`src/rtl/stream_rr_arbiter.sv`:
```
// Packet-level round-robin arbiter and mux. It shares one valid/ready/last stream sink between N_SRC sources.
// A grant is held from the packet's first beat until the granted source's last beat is accepted.
module stream_rr_arbiter #(
    parameter int N_SRC  = 4,
    parameter int DATA_W = 8,
    parameter int CNT_W  = 16
) (
    input  logic                    clk,
    input  logic                    rst_n,
    input  logic [N_SRC-1:0]        s_valid,
    input  logic [N_SRC-1:0]        s_last,
    input  logic [N_SRC*DATA_W-1:0] s_data,
    output logic [N_SRC-1:0]        s_ready,
    output logic                    m_valid,
    output logic                    m_last,
    output logic [DATA_W-1:0]       m_data,
    input  logic                    m_ready,
    output logic [N_SRC-1:0]        grant,
    output logic                    busy,
    output logic [CNT_W-1:0]        pkt_cnt
);
    localparam int               IDX_W    = (N_SRC > 1) ? $clog2(N_SRC) : 1;
    localparam logic [IDX_W-1:0] LAST_IDX = IDX_W'(N_SRC - 1);

    typedef enum logic {
        IDLE,
        BUSY
    } state_e;

    state_e            state_q, state_d;
    logic [IDX_W-1:0]  g_q, g_d;
    logic [IDX_W-1:0]  ptr_q, ptr_d;
    logic [CNT_W-1:0]  pkt_cnt_q, pkt_cnt_d;

    logic [DATA_W-1:0] src_data [N_SRC];
    logic              any_req;
    logic [IDX_W-1:0]  pick_idx;
    logic              pkt_done;

    for (genvar i = 0; i < N_SRC; i++) begin : g_unpack
        assign src_data[i] = s_data[i*DATA_W +: DATA_W];
    end

    // Rotating priority scan. Walking downward and overwriting leaves the
    // lowest offset from ptr_q as the winner.
    always_comb begin
        int               idx;
        logic [IDX_W-1:0] idx_w;
        // NOTE: every signal assigned in a combinational block gets a default first, so no path can infer a latch.
        any_req  = 1'b0;
        pick_idx = '0;
        idx      = 0;
        idx_w    = '0;
        for (int k = N_SRC - 1; k >= 0; k--) begin
            idx = int'(ptr_q) + k;
            if (idx >= N_SRC) begin
                idx = idx - N_SRC;
            end
            idx_w = IDX_W'(idx);
            if (s_valid[idx_w]) begin
                any_req  = 1'b1;
                pick_idx = idx_w;
            end
        end
    end

    assign pkt_done = (state_q == BUSY) && s_valid[g_q] && s_last[g_q] && m_ready;

    // NOTE: state flops use non-blocking assignments so every register samples pre-edge values.
    always_ff @(posedge clk or negedge rst_n) begin
        if (!rst_n) begin
            state_q   <= IDLE;
            g_q       <= '0;
            ptr_q     <= '0;
            pkt_cnt_q <= '0;
        end else begin
            state_q   <= state_d;
            g_q       <= g_d;
            ptr_q     <= ptr_d;
            pkt_cnt_q <= pkt_cnt_d;
        end
    end

    always_comb begin
        state_d   = state_q;
        g_d       = g_q;
        ptr_d     = ptr_q;
        pkt_cnt_d = pkt_cnt_q;
        case (state_q)
            IDLE: begin
                if (any_req) begin
                    g_d     = pick_idx;
                    state_d = BUSY;
                end
            end
            BUSY: begin
                if (pkt_done) begin
                    state_d   = IDLE;
                    pkt_cnt_d = pkt_cnt_q + 1'b1;
                    ptr_d     = (g_q == LAST_IDX) ? '0 : g_q + 1'b1;
                end
            end
            default: state_d = IDLE;
        endcase
    end

    // The granted source is passed straight through to the sink with no added latency.
    always_comb begin
        s_ready = '0;
        grant   = '0;
        busy    = 1'b0;
        m_valid = 1'b0;
        m_last  = 1'b0;
        m_data  = '0;
        if (state_q == BUSY) begin
            busy         = 1'b1;
            grant[g_q]   = 1'b1;
            s_ready[g_q] = m_ready;
            m_valid      = s_valid[g_q];
            m_last       = s_last[g_q];
            m_data       = src_data[g_q];
        end
    end

    assign pkt_cnt = pkt_cnt_q;

endmodule
```
`config.mk`:
```
export PLATFORM = sky130hd
export DESIGN_NAME = stream_rr_arbiter
export DESIGN_NICKNAME = d
export VERILOG_FILES = /design/src/rtl/stream_rr_arbiter.sv
export SDC_FILE = /design/constraint.sdc
export NUM_CORES = 1
export LEC_CHECK = 0
export BUFFER_PORTS_ARGS = -buffer_cell sky130_fd_sc_hd__buf_2
export CAP_MARGIN = 20
export CORE_AREA = 2 2 60 62
export CTS_CLUSTER_SIZE = 28
export DETAILED_ROUTE_END_ITERATION = 16
export DIE_AREA = 0 0 62 64
export HOLD_SLACK_MARGIN = 0.02
export PLACE_DENSITY = 0.8
export SLEW_MARGIN = 20
export SYNTH_ARGS = -nofsm -noshare
export SYNTH_HDL_FRONTEND = slang
export SYNTH_SLANG_ARGS = --single-unit
```
`constraint.sdc`:
```
create_clock -name clk -period 1.95 [get_ports clk]
set_input_delay 0.0975 -clock clk [delete_from_list [all_inputs] [get_ports clk]]
set_output_delay 0.0975 -clock clk [all_outputs]
set_load 0.005 [all_outputs]
```
==> run_results.csv <==
group,metric,value,unit
outcome,outcome,"finished clean",
logic_synthesis,yosys_warnings,0,
floorplan,fp-row-count,21,
drt,drt_iter0_drc,49,
power,p_leak,0.001003,uW
floorplan,core_area,0.003284,sq mm
drt,drt-total-wl,3435,um
power,p_per_area,1003,mW/mm^2
finish,syn2layout_area_growth,32.79,%
logic_synthesis,synthArstFlopShare,100.0,%
clocking,clockBufferDepth,2,
sta,tns,0,ns
critical_path,critical_path_class,"flip-flop to output pin",
global_routing,grt_pass1_wl,5444,um
clocking,cts.clk_slew.worst_paths,0.11,ns
critical_path,arrival,1.73,ns
critical_path,path_cells,"buf_6, mux4_2, and2_1, buf_2",
critical_path,endpoint_kind,"output pin",
critical_path,critPathSlowestCell,"mux4_2",
drt,ant_nets,0,
sta,skew,0.005779,ns
worst_hold_path,hold_depth,3,
critical_path,max_stage_delay,0.52,ns
floorplan,dieWidth,62,um
sta,tightest_slew,0.4636,ns
clocking,cts_tree,"done",
sta,rsz0062_at_grt,"false",
logic_synthesis,syn_avg_cell_area,11.01,sq um
global_routing,first_global_vias,1243,
sta,timing.fmax,546.7,MHz
floorplan,start_util,44.27,%
logic_synthesis,synth_nets,180,
finish,antennaDiodeCount,0,
logic_synthesis,ys_ff_latch,21,
placed_design,place_hpwl,2836,um
sta,slew_headroom,69.10,%
critical_path,reg2reg_slack,0.20,ns
clocking,insertion_delay,0.30,ns
logic_synthesis,synth_top_cell_area_share,36.14,%
power,power.total,1937,uW
finish,post-route-util,58.78,%
sta,setup_slack,0.1209,ns
critical_path,path_max_fanout,11,
clocking,htree_levels,1,
finish,fill_cells,297,
placed_design,gp_congestion,0.7714,
drt,num_vias,1332,
run,maxCapViolCount,0,
clocking,cts_buffers,3,
clocking,clock-sinks,21,
logic_synthesis,yosys-top-cells-count,"dfrtp_1 (21), and2_1 (14), nand2_1 (13)",
drt,viasPerCell,5.163,
logic_synthesis,synth_cell_types,32,
logic_synthesis,yosys.area.top_type,"dfrtp_1",
sta,setup_viol,0,
sta,period_needed,1.829,ns
sta,drv_slew,0,
global_routing,antenna_found_initial,0,
sta,final_hold_viol_count,0,
logic_synthesis,syn_area,0.001454,sq mm
finish,postLayoutCellArea,0.001931,sq mm
global_routing,grt_max_degree,22,
drt,post-route-drc-count,0,
finish,multi_input_area,872.1,sq um
critical_path,timing.critical_path.to,"m_data[7]",
global_routing,grt_usage,18.12,%
sta,fin_crit_sh,93.80,%
critical_path,crit_start,"g_q[0]$_DFFE_PN0P_",
logic_synthesis,netlist_top_cells_area,"dfrtp_1 (36%), mux4_2 (15%), and2_1 (6.0%)",
logic_synthesis,syn_inst,132,
placed_design,portBuffers,77,
placed_design,pre_cts_slack,0.2050,ns
floorplan,ios,78,
finish,layout.nets,261,
power,ir_worst_vdd,0.0006713,V
clocking,clockRootBuffer,"clkbuf_4",
finish,seqCellArea,525.5,sq um
critical_path,worstReg2RegEnd,"pkt_cnt[8]$_DFFE_PN0P_",
worst_hold_path,hp-class,"input port to flip-flop",
logic_synthesis,ys_seq_area_share,36.14,%
drt,wl_per_cell,13.31,um
critical_path,required,1.85,ns
critical_path,r2r_start,"g_q[0]$_DFFE_PN0P_",
logic_synthesis,synth.most_common_cell,"dfrtp_1",
global_routing,grt_remaining_overflow,0,
finish,drive_above_1_share,49.06,%
drt,drt_first_pass_iters,4,
critical_path,start_kind,"flip-flop",
placed_design,dpl_cell_area,0.001889,sq mm
floorplan,dieArea,0.003968,sq mm
logic_synthesis,synth_top_flop_cell,"dfrtp_1",
floorplan,fp.dieH,64,um
critical_path,r2r_cells,5,
logic_synthesis,synth_edf_count,0,
-- cell families after synthesis --
kind of cell | Yosys count | synth area share, %
simple gates | 61 | 26.16
compound gates | 8 | 3.614
fa+ha+maj | 5 | 4.303
flops | 21 | 36.14
buf+inv | 10 | 3.872
xor+xnor | 15 | 9.036
mux | 12 | 16.87
-- final cells by class --
cell class,count,share of cell area (%)
Multi-Input combinational cell,101,45.17
Sequential cell,21,27.22
Timing Repair Buffer,83,22.62
Tap cell,46,2.981
Clock buffer,3,1.167
Inverter,3,0.5833
Clock inverter,1,0.2592
-- cell usage in the layout, fill, tap and decap left out, drive strengths merged --
cell type / n
nor2b: 1
nand2b: 1
nor4: 2
nand4: 8
xor2: 8
nor3: 7
xnor2: 7
dfrtp: 21
mux4: 10
buf: 82
nand3: 3
and3: 4
inv: 3
and4: 3
a21oi: 2
or3: 1
mux2i: 2
nor2: 3
o32ai: 1
clkbuf: 3
o21ai: 2
o221ai: 1
clkinv: 1
nand2: 13
and2: 14
dlygate4sd3: 1
ha: 5
nor3b: 1
a21o: 2
-- registers in the layout, indices dropped and copies added, names as in the netlist --
name / flops
g_q: 2
ptr_q: 2
state_q: 1
pkt_cnt: 16
-- per-stage QoR --
stage | instances | hold slack [ns]
2_1_floorplan | 132 | -0.1981
3_3_place_gp | 253 | 0.07534
3_5_place_dp | 253 | 0.08316
4_1_cts | 258 | 0.1478
5_1_grt | 258 | 0.1630
6_report | 258 | 0.1521
-- layer usage --
layer | up-vias | global-route usage [%] | share of wire [%]
met5 | - | 0 | 0
met2 | 55 | 33.07 | 51
met3 | 2 | 2.834 | 8.2
li1 | 645 | - | -
met1 | 630 | 21.80 | 40
met4 | 0 | 3.191 | 0.44
-- worst min-delay path by stage --
stage          startpoint                endpoint  slack [ns]
5_1_grt        s_valid[3]      g_q[1]$_DFFE_PN0P_        0.16
3_3_place_gp        rst_n  pkt_cnt[1]$_DFFE_PN0P_        0.08
4_1_cts        s_valid[3]      g_q[1]$_DFFE_PN0P_        0.15
3_5_place_dp        rst_n  pkt_cnt[4]$_DFFE_PN0P_        0.08
2_1_floorplan       rst_n      g_q[0]$_DFFE_PN0P_       -0.20
6_report       s_valid[3]      g_q[1]$_DFFE_PN0P_        0.15
-- critical path, delay by kind of cell, from the launching register on --
family	cells	cell delay, ns
multiplexers	1	0.52
flip-flops	1	0.43
buffers and inverters	2	0.32
AND/OR/NAND/NOR	1	0.17
-- where the power goes --
part	switching, uW	internal, uW	leakage [uW]
sequential	131	521	0.000278
clock	131	76.2	0.0000177
combinational	470	607	0.000708
-- what timing repair did --
item                                    in CTS  in global routing
hold endpoints to repair                    21                  0
resized for setup                            0                  1
endpoints found under the setup margin       0                  8
hold buffers                                 1                  0
buffers inserted                             0                  0
No activity file was read; power rests on OpenSTA's default activity.
